[config.mk]
export PLATFORM = sky130hd
export DESIGN_NAME = uart_core
export DESIGN_NICKNAME = d
export VERILOG_FILES = /design/src/rtl/uart_core_pkg.sv /design/src/rtl/uart_baudgen.sv /design/src/rtl/uart_core.sv
export SDC_FILE = /design/constraint.sdc
export NUM_CORES = 1
export LEC_CHECK = 0
export CAP_MARGIN = 0
export CORE_AREA = 5 5 139 75
export DETAILED_ROUTE_END_ITERATION = 10
export DIE_AREA = 0 0 144 80
export GPL_TIMING_DRIVEN = 0
export HOLD_SLACK_MARGIN = 0.05
export PLACE_DENSITY = 0.48
export SYNTH_ARGS = -nofsm -noshare
export SYNTH_HDL_FRONTEND = slang
export SYNTH_HIERARCHICAL = 1
export SYNTH_SLANG_ARGS = --single-unit
[constraint.sdc]
create_clock -name clk -period 5.1 [get_ports clk]
set_input_delay 0.765 -clock clk [delete_from_list [all_inputs] [get_ports clk]]
set_output_delay 0.765 -clock clk [all_outputs]
set_load 0.01 [all_outputs]
[src/rtl/uart_core_pkg.sv]
// Shared types and helpers for the 8N1 console UART.
package uart_core_pkg;

  typedef enum logic [1:0] {
    RxIdle,
    RxStart,
    RxData,
    RxStop
  } rx_state_e;

  typedef enum logic {
    TxIdle,
    TxSend
  } tx_state_e;

  // Oversample tick divisor: clocks per 1/16 bit, truncated, never below 1.
  function automatic int unsigned calc_div(input int unsigned freq_hz, input int unsigned baud);
    int unsigned d;
    d = freq_hz / (16 * baud);
    return (d == 0) ? 1 : d;
  endfunction

endpackage

[src/rtl/uart_baudgen.sv]
// Free-running 16x oversample tick generator shared by the RX and TX paths.
module uart_baudgen #(
  parameter int unsigned div = 1
) (
  input  logic clk,
  input  logic reset,
  output logic ser_tick
);

  localparam int unsigned CntW = (div > 1) ? $clog2(div) : 1;
  localparam logic [CntW-1:0] CntMax = CntW'(div - 1);

  logic [CntW-1:0] cnt;

  // Count 0..div-1 and emit a one-cycle tick on each wrap.
  always_ff @(posedge clk or negedge reset) begin
    if (!reset) begin
      cnt      <= '0;
      ser_tick <= 1'b0;
    end else if (cnt == CntMax) begin
      cnt      <= '0;
      ser_tick <= 1'b1;
    end else begin
      cnt      <= cnt + CntW'(1);
      ser_tick <= 1'b0;
    end
  end

endmodule

[src/rtl/uart_core.sv]
// 8N1 UART: 16x oversampled receiver and independent transmitter, byte-wide parallel side.
module uart_core
  import uart_core_pkg::*;
#(
  parameter int unsigned freq_hz = 100000000,
  parameter int unsigned baud    = 115200
) (
  input  logic       clk,
  input  logic       reset,
  input  logic       uart_rxd,
  output logic       uart_txd,
  output logic [7:0] rx_data,
  output logic       rx_avail,
  output logic       rx_error,
  input  logic       rx_ack,
  input  logic [7:0] tx_data,
  input  logic       tx_wr,
  output logic       tx_busy
);

  localparam int unsigned DIV = calc_div(freq_hz, baud);

  logic ser_tick;

  uart_baudgen #(
    .div(DIV)
  ) u_baudgen (
    .clk     (clk),
    .reset   (reset),
    .ser_tick(ser_tick)
  );

  // ---------------- receiver ----------------
  logic [1:0] rxd_sync;
  logic       rxd;
  rx_state_e  rx_state;
  logic [3:0] rx_tick_cnt;
  logic [2:0] rx_bit_cnt;
  logic [7:0] rx_shift;

  assign rxd = rxd_sync[1];

  // Two-flop synchroniser for the asynchronous line; resets to idle-high.
  always_ff @(posedge clk or negedge reset) begin
    if (!reset) rxd_sync <= 2'b11;
    else        rxd_sync <= {rxd_sync[0], uart_rxd};
  end

  // RX FSM: ack clears flags first so a completing frame in the same cycle wins.
  always_ff @(posedge clk or negedge reset) begin
    if (!reset) begin
      rx_state    <= RxIdle;
      rx_tick_cnt <= 4'd0;
      rx_bit_cnt  <= 3'd0;
      rx_shift    <= 8'h00;
      rx_data     <= 8'h00;
      rx_avail    <= 1'b0;
      rx_error    <= 1'b0;
    end else begin
      if (rx_ack) begin
        rx_avail <= 1'b0;
        rx_error <= 1'b0;
      end
      unique case (rx_state)
        RxIdle: begin
          if (!rxd) begin
            rx_state    <= RxStart;
            rx_tick_cnt <= 4'd0;
          end
        end
        RxStart: begin
          if (ser_tick) begin
            if (rx_tick_cnt == 4'd7) begin
              rx_tick_cnt <= 4'd0;
              rx_bit_cnt  <= 3'd0;
              // Still low at mid start bit: real frame; otherwise a glitch.
              rx_state    <= rxd ? RxIdle : RxData;
            end else begin
              rx_tick_cnt <= rx_tick_cnt + 4'd1;
            end
          end
        end
        RxData: begin
          if (ser_tick) begin
            if (rx_tick_cnt == 4'd15) begin
              rx_tick_cnt <= 4'd0;
              rx_shift    <= {rxd, rx_shift[7:1]};
              rx_bit_cnt  <= rx_bit_cnt + 3'd1;
              if (rx_bit_cnt == 3'd7) rx_state <= RxStop;
            end else begin
              rx_tick_cnt <= rx_tick_cnt + 4'd1;
            end
          end
        end
        RxStop: begin
          if (ser_tick) begin
            if (rx_tick_cnt == 4'd15) begin
              rx_tick_cnt <= 4'd0;
              rx_state    <= RxIdle;
              if (rxd) begin
                rx_data  <= rx_shift;
                rx_avail <= 1'b1;
                rx_error <= 1'b0;
              end else begin
                rx_error <= 1'b1;
              end
            end else begin
              rx_tick_cnt <= rx_tick_cnt + 4'd1;
            end
          end
        end
      endcase
    end
  end

  // ---------------- transmitter ----------------
  tx_state_e  tx_state;
  logic [9:0] tx_shift;
  logic [3:0] tx_tick_cnt;
  logic [3:0] tx_bit_cnt;

  // TX FSM: line driven from a register; busy drops the cycle after the stop bit ends.
  always_ff @(posedge clk or negedge reset) begin
    if (!reset) begin
      tx_state    <= TxIdle;
      tx_shift    <= 10'h3ff;
      tx_tick_cnt <= 4'd0;
      tx_bit_cnt  <= 4'd0;
      uart_txd    <= 1'b1;
      tx_busy     <= 1'b0;
    end else begin
      unique case (tx_state)
        TxIdle: begin
          uart_txd <= 1'b1;
          if (tx_wr) begin
            tx_shift    <= {1'b1, tx_data, 1'b0};
            tx_tick_cnt <= 4'd0;
            tx_bit_cnt  <= 4'd0;
            tx_busy     <= 1'b1;
            uart_txd    <= 1'b0;
            tx_state    <= TxSend;
          end
        end
        TxSend: begin
          if (ser_tick) begin
            if (tx_tick_cnt == 4'd15) begin
              tx_tick_cnt <= 4'd0;
              if (tx_bit_cnt == 4'd9) begin
                tx_busy  <= 1'b0;
                uart_txd <= 1'b1;
                tx_state <= TxIdle;
              end else begin
                tx_bit_cnt <= tx_bit_cnt + 4'd1;
                tx_shift   <= {1'b1, tx_shift[9:1]};
                uart_txd   <= tx_shift[1];
              end
            end else begin
              tx_tick_cnt <= tx_tick_cnt + 4'd1;
            end
          end
        end
      endcase
    end
  end

endmodule

==> run metrics, run 1 <==
status completed; Post-synth EDFFs 0; Clk pwr share 0.403; hold_sp rxd_sync[0]$_DFF_PN1_; Worst Hold Class reg2reg; combinational power share 0.063; IO Pins 25; switching portion of total power 0.228; Reg power frac 0.535; Max-Slew Margin vs Limit 0.560; cts bufs inserted 5; antenna violations before repair 0; number of failing hold endpoints at the final stage 0; RSZ-0062 raised after global routing no; Routed WL between 5000 and 6000 µm; DRC viols 0; most used routing layer met1; fmax 450 MHz; Int Power 681 µW; Psw about 200 µW; Max clock buf depth 2; fin area 3190 µm²; Tmin final 2.22 ns; Slew Limit Fails 0; Tot GR Track Use 0.0987; HPWL after DPL roughly 3700 µm; Max VDD drop 145 µV; GRT met1 Usage 0.150; critical path data required time about 5.3 ns; Top FF cell, synth dfrtp_1; CP startpoint tx_wr; post-detailed-route wirelength per cell 13.6 µm; most common cell in the netlist dfrtp_1; H-tree depth 2; Synth Area per Inst around 12 µm²; first-pass GRT wire length 9070 µm; clk root buf clkbuf_16; Worst-Skew Late Latency 0.29 ns; Setup Skew about 0.0034 ns; fraction of layout cells with a size suffix above 1 0.236; Setup crit start kind primary input; Synth cell types 40; Placed Cells approximately 370; # fillers 901; Final ANT Viol Nets 0; 1st-iter DRT viols 85; #FFs+latches synth 55; met2 usage 0.138; crit path DAT between 2 and 2.5 ns; dominant cell type by area after synthesis dfrtp_1; vias post-DR 1735; Post-DP Area 3040 µm²; TritonCTS clock tree built; Synth Warn # 6; number of diodes 0; Tightest Pin Transition 0.655 ns; top cells by count, synth dfrtp_1 (44), mux2_2 (32), inv_1 (12); Period Utilization, post-route 0.436; non-filler instance count after layout roughly 380; max-cap violation count 0; worst flop-to-flop path startpoint tx_tick_cnt[0]$_DFFE_PN0P_; Placer Congestion between 0.7 and 0.8; Sink Count between 50 and 60; # rows 25; post-cts gate resize count 0; Synth top area share 0.419; CP Class in2reg; crit path max fanout 10; largest cells by area after synthesis dfrtp_1 (42%), mux2_2 (14%), dfstp_2 (11%), ha_1 (3.8%), o21ai_0 (2.1%); setup_tns 0 ns; die area 11500 µm²; endpoints failing setup 0; number of vias per cell between 4 and 5; largest net degree at the start of global routing 29; fin nets about 270; pwr dens ~280 nW/µm²; Die Height around 80 µm; endpoint class of the critical path register; vias in the first global route ~1800; Post-CTS Setup Bufs 0; static leakage around 1.4 nW; sequential-to-total area share from yosys stat 0.529; Syn-to-layout area delta 21.3%; Post-Synthesis Cells between 200 and 250; fraction of registers with async set or reset after synthesis 1.00; Synthesized Nets roughly 240; total core area slightly above 9000 µm²; GR Layer Usage met3 0.0311; Hold Buf Count CTS 0; drt pass-1 iters 4; die width between 100 and 150 µm; Clock transition at path regs 0.07 ns; reg-to-reg setup timing slack between 3 and 4 ns; Initial Utilization 0.289; port bufs 24; synthesized area 2630 µm²; total gr overflow 0
==> kinds of logic after synthesis <==
logic type               count (synthesis)  share of synthesized area
buffers and inverters                   21                     0.0323
AND/OR/NAND/NOR                         62                      0.136
adder cells (fa/ha/maj)                  8                     0.0381
multiplexers                            36                      0.152
XOR/XNOR                                 6                     0.0200
flip-flops                              55                      0.529
AO/OA/AOI/OAI                           33                     0.0932
==> cell usage in the layout, fill, tap and decap left out, drive strengths merged, types with 9 or more instances in the layout <==
| cell type | instances |
|---|---|
| mux2 | 32 |
| clkbuf | 9 |
| nor2 | 10 |
| dfstp | 11 |
| o21ai | 11 |
| nand3 | 9 |
| clkdlybuf4s50 | 23 |
| inv | 13 |
| nand2 | 9 |
| dfrtp | 44 |
==> final cells by class <==
class                           count  area (µm²)  area share
Buffer                              9        40.0      0.0125
Clock buffer                        5         125      0.0392
Clock inverter                      3        28.8     0.00902
Inverter                           12        45.0      0.0141
Multi-Input combinational cell    145        1150       0.362
Sequential cell                    55        1390       0.436
Tap cell                          121         151      0.0475
Timing Repair Buffer               25         255      0.0800
==> power by group through the flow <==
stage	Combinational [mW]	Sequential, mW	Clock, mW
global route	0.0633	0.474	0.390
floorplan	0.0286	0.477	0
finish	0.0552	0.472	0.355
detailed placement	0.0571	0.480	0
global placement	0.0542	0.479	0
CTS	0.0573	0.472	0.373
==> worst max-delay path, cell delays in order <==
cell	delay, ns
clkdlybuf4s50_1	0.57
nor2_1	0.15
a211oi_4	0.51
mux2_2	0.41
==> stage by stage <==
stage	utilization	hold WS (ns)	total power [mW]	setup slack [ns]
floorplan	-	0.345	0.506	3.37
global placement	0.332	0.347	0.534	1.41
detailed placement	0.334	0.347	0.537	2.54
CTS	0.351	0.359	0.901	2.85
global route	0.351	0.369	0.927	2.79
finish	0.351	0.358	0.882	2.88
==> registers in the layout, indices dropped and copies added (netlist names), named ones only <==
register	flops
rx_avail	1
rx_bit_cnt	3
rx_data	8
rx_error	1
rx_shift	8
rx_state	1
rx_tick_cnt	4
rxd_sync	2
tx_bit_cnt	4
tx_busy	1
tx_shift	8
tx_state	1
tx_tick_cnt	4
u_baudgen/cnt	6
u_baudgen/ser_tick	1
uart_txd	1
==> worst paths after layout <==
kind,end,depth (start not counted)
worst max-delay path,tx_bit_cnt[0]$_DFFE_PN0P_,4
worst min-delay path,rxd_sync[1]$_DFF_PN1_,0
max in group asynchronous,tx_shift[5]$_DFFE_PN1P_,2
min in group asynchronous,rx_error$_DFF_PN0_,1
worst min register to register,rxd_sync[1]$_DFF_PN1_,0
worst max register to register,tx_bit_cnt[0]$_DFFE_PN0P_,4
==> layer usage <==
layer	vias to the layer above	share of wire
met3	5	0.041
met5	-	0
li1	862	-
met2	29	0.41
met4	0	0.0053
met1	839	0.54
(Power assumes the default switching activity.)
==> run 2: changes to the inputs <==
--- a/config.mk
+++ b/config.mk
@@ -11,7 +11,7 @@
 export DIE_AREA = 0 0 144 80
 export GPL_TIMING_DRIVEN = 0
 export HOLD_SLACK_MARGIN = 0.05
-export PLACE_DENSITY = 0.48
+export PLACE_DENSITY = 0.5
 export SYNTH_ARGS = -nofsm -noshare
 export SYNTH_HDL_FRONTEND = slang
 export SYNTH_HIERARCHICAL = 1
==> constraint.sdc (replaced) <==
create_clock -name clk -period 1.8 [get_ports clk]
set_input_delay 0.27 -clock clk [delete_from_list [all_inputs] [get_ports clk]]
set_output_delay 0.27 -clock clk [all_outputs]
set_load 0.01 [all_outputs]
==> run metrics, run 2 (synthesis gave the netlist of run 1 again) <==
status finished with violations; failing checks setup timing; # rows 25 (unchanged); Crit Reg-Reg Endpoint tx_bit_cnt[0]$_DFFE_PN0P_; crit path DAT 2.00 ns (-0.40 ns); Slew Limit Fails 0 (unchanged); drt pass-1 iters 4 (unchanged); fmax between 500 and 600 MHz; largest net degree at the start of global routing 30 (+3.4%); number of vias per cell 4.76 (+2.8%); reg-to-reg setup timing slack -0.01 ns (-3.09 ns); pwr dens 760 nW/µm² (+180%); port bufs 24 (unchanged); post-detailed-route wirelength per cell 14.3 µm (+5.2%); Tmin final roughly 1.8 ns; RSZ-0062 raised after global routing yes; antenna violations before repair 0 (unchanged); Max-Slew Margin vs Limit 0.570 (+0.00987); Tightest Pin Transition 0.640 ns (-0.0147 ns); Hold Crit Endpoint rxd_sync[1]$_DFF_PN1_; static leakage 1.47 nW (+4.3%); crit path max fanout 5 (-5); Clock transition at path regs 0.08 ns (about the same); H-tree depth 2 (unchanged); number of failing hold endpoints at the final stage 0 (unchanged); die area 11500 µm² (unchanged); Syn-to-layout area delta 26.7%; Placer Congestion 0.779 (+0.92%); Die Height 80 µm (unchanged); worst flop-to-flop path startpoint tx_tick_cnt[1]$_DFFE_PN0P_; TritonCTS clock tree built; Worst-Skew Late Latency 0.30 ns (about the same); 1st-iter DRT viols 134 (+58%); hold depth 0 (unchanged); Setup crit start kind register; path depth of the worst reg2reg path 6 (+2); Setup Skew 0.00426 ns (+0.000895 ns); overall power 2.53 mW (+190%); Layout Utilization 0.366 (+0.0155); top flop regs rx_data: 8 flops, rx_shift: 8 flops, tx_shift: 8 flops; first-pass GRT wire length 9320 µm (+2.8%); vias in the first global route 1810 (-1.6%); Worst Hold Class reg2reg; Final Worst Setup Slack -0.0112 ns (-2.89 ns); Max VDD drop 364 µV (+150%); crit-path most repeated cell buf_12; endpoint class of the critical path register; fraction of layout cells with a size suffix above 1 0.273 (+0.0365); vias post-DR 1831 (+5.5%); commonest non-fill, non-tap cell in the layout dfrtp_1; Sink Count 55 (unchanged); Routed WL 5510 µm (+8.1%); number of diodes 0 (unchanged); Initial Utilization 0.289 (unchanged); DRC viols 0 (unchanged); CP Class reg2reg; cts bufs inserted 5 (unchanged); endpoints failing setup 5 (+5); Tot GR Track Use 0.102 (+0.00373); CP Cell Sequence ha_4 -> nand4_1 -> a211oi_4 -> buf_12 -> buf_12 -> mux2_4; total core area 9100 µm² (unchanged); Crit-path slowest cell dfrtp_1; CP max stage delay 0.43 ns (-0.14 ns); Period Utilization, post-route 1.01; total gr overflow 0 (unchanged); max-cap violation count 0 (unchanged); IO Pins 25 (unchanged); Max clock buf depth 2 (unchanged); commonest cells after routing, fill and taps aside dfrtp_1 (44), mux2_2 (28), clkdlybuf4s50_1 (23); HPWL after DPL 3720 µm (+1.2%); critical path data required time 1.99 ns (-3.29 ns); clk root buf clkbuf_16; die width 144 µm (unchanged); worst hold slack 0.358 ns (+0.000249 ns); hold_sp rxd_sync[0]$_DFF_PN1_; fin nets 284 (+3.6%); Final ANT Viol Nets 0 (unchanged); # fillers 894 (-0.78%)
[run 2: critical path, delay by kind of cell, from the launching register on]
family          cells  cell delay, ns
mux                 1            0.29
fa+ha+maj           1            0.16
compound gates      1            0.35
simple gates        1            0.21
flops               1            0.43
buf+inv             2            0.25
[run 2: final cells by class]
type                    instances  area (µm²)  share of cell area
plain buffers                   9        46.3              0.0139
clock buffers                   5         125              0.0376
repair buffers                 35         362               0.109
well taps                     121         151              0.0454
inverters                      12        45.0              0.0135
flip-flops and latches         55        1390               0.417
clock inverters                 3        27.5             0.00826
multi-input cells             145        1180               0.356
[run 2: what timing repair did]
item | 4_1_cts | 5_1_grt
setup endpoints to repair | 18 | 25
pin swaps | 1 | 2
endpoints found under the hold margin | 24 | 0
gates resized for setup | 2 | 12
hold buffers | 1 | 0
setup buffers | 1 | 8
[run 2: worst max path at each step]
stage	startpoint	to	slack (ns)
6_report	tx_tick_cnt[1]$_DFFE_PN0P_	tx_bit_cnt[0]$_DFFE_PN0P_	-0.01
5_1_grt	tx_tick_cnt[1]$_DFFE_PN0P_	tx_bit_cnt[0]$_DFFE_PN0P_	-0.08
4_1_cts	rx_tick_cnt[0]$_DFFE_PN0P_	rx_shift[5]$_DFFE_PN0P_	0.005
3_5_place_dp	tx_wr	tx_bit_cnt[0]$_DFFE_PN0P_	-0.22
3_3_place_gp	reset	tx_bit_cnt[0]$_DFFE_PN0P_	-1.38
2_1_floorplan	tx_bit_cnt[0]$_DFFE_PN0P_	tx_bit_cnt[0]$_DFFE_PN0P_	0.07
[run 2: routing by layer]
layer  global-route usage  vias up  wire length (µm)
met5                    0        -                 0
met4               0.0310        0                57
met3               0.0335        7               288
met2                0.144       30              2330
met1                0.148      908              2840
li1                     -      886                 -
[run 2: metrics by stage]
stage                     setup TNS, ns  area, µm²  setup WS [ns]  cells
final                           -0.0371       3330        -0.0112    385
after global routing             -0.574       3330        -0.0823    385
after CTS                             0       3220        0.00540    377
after detailed placement          -1.72       3040         -0.222    367
after global placement           -70.10       3020          -1.38    366
after floorplan                       0       2630         0.0664    221
[run 2: power by group]
group | switching (mW) | leakage [nW] | internal (mW)
sequential | 0.0315 | 0.690 | 1.31
combinational | 0.0670 | 0.706 | 0.102
clock | 0.495 | 0.0723 | 0.532
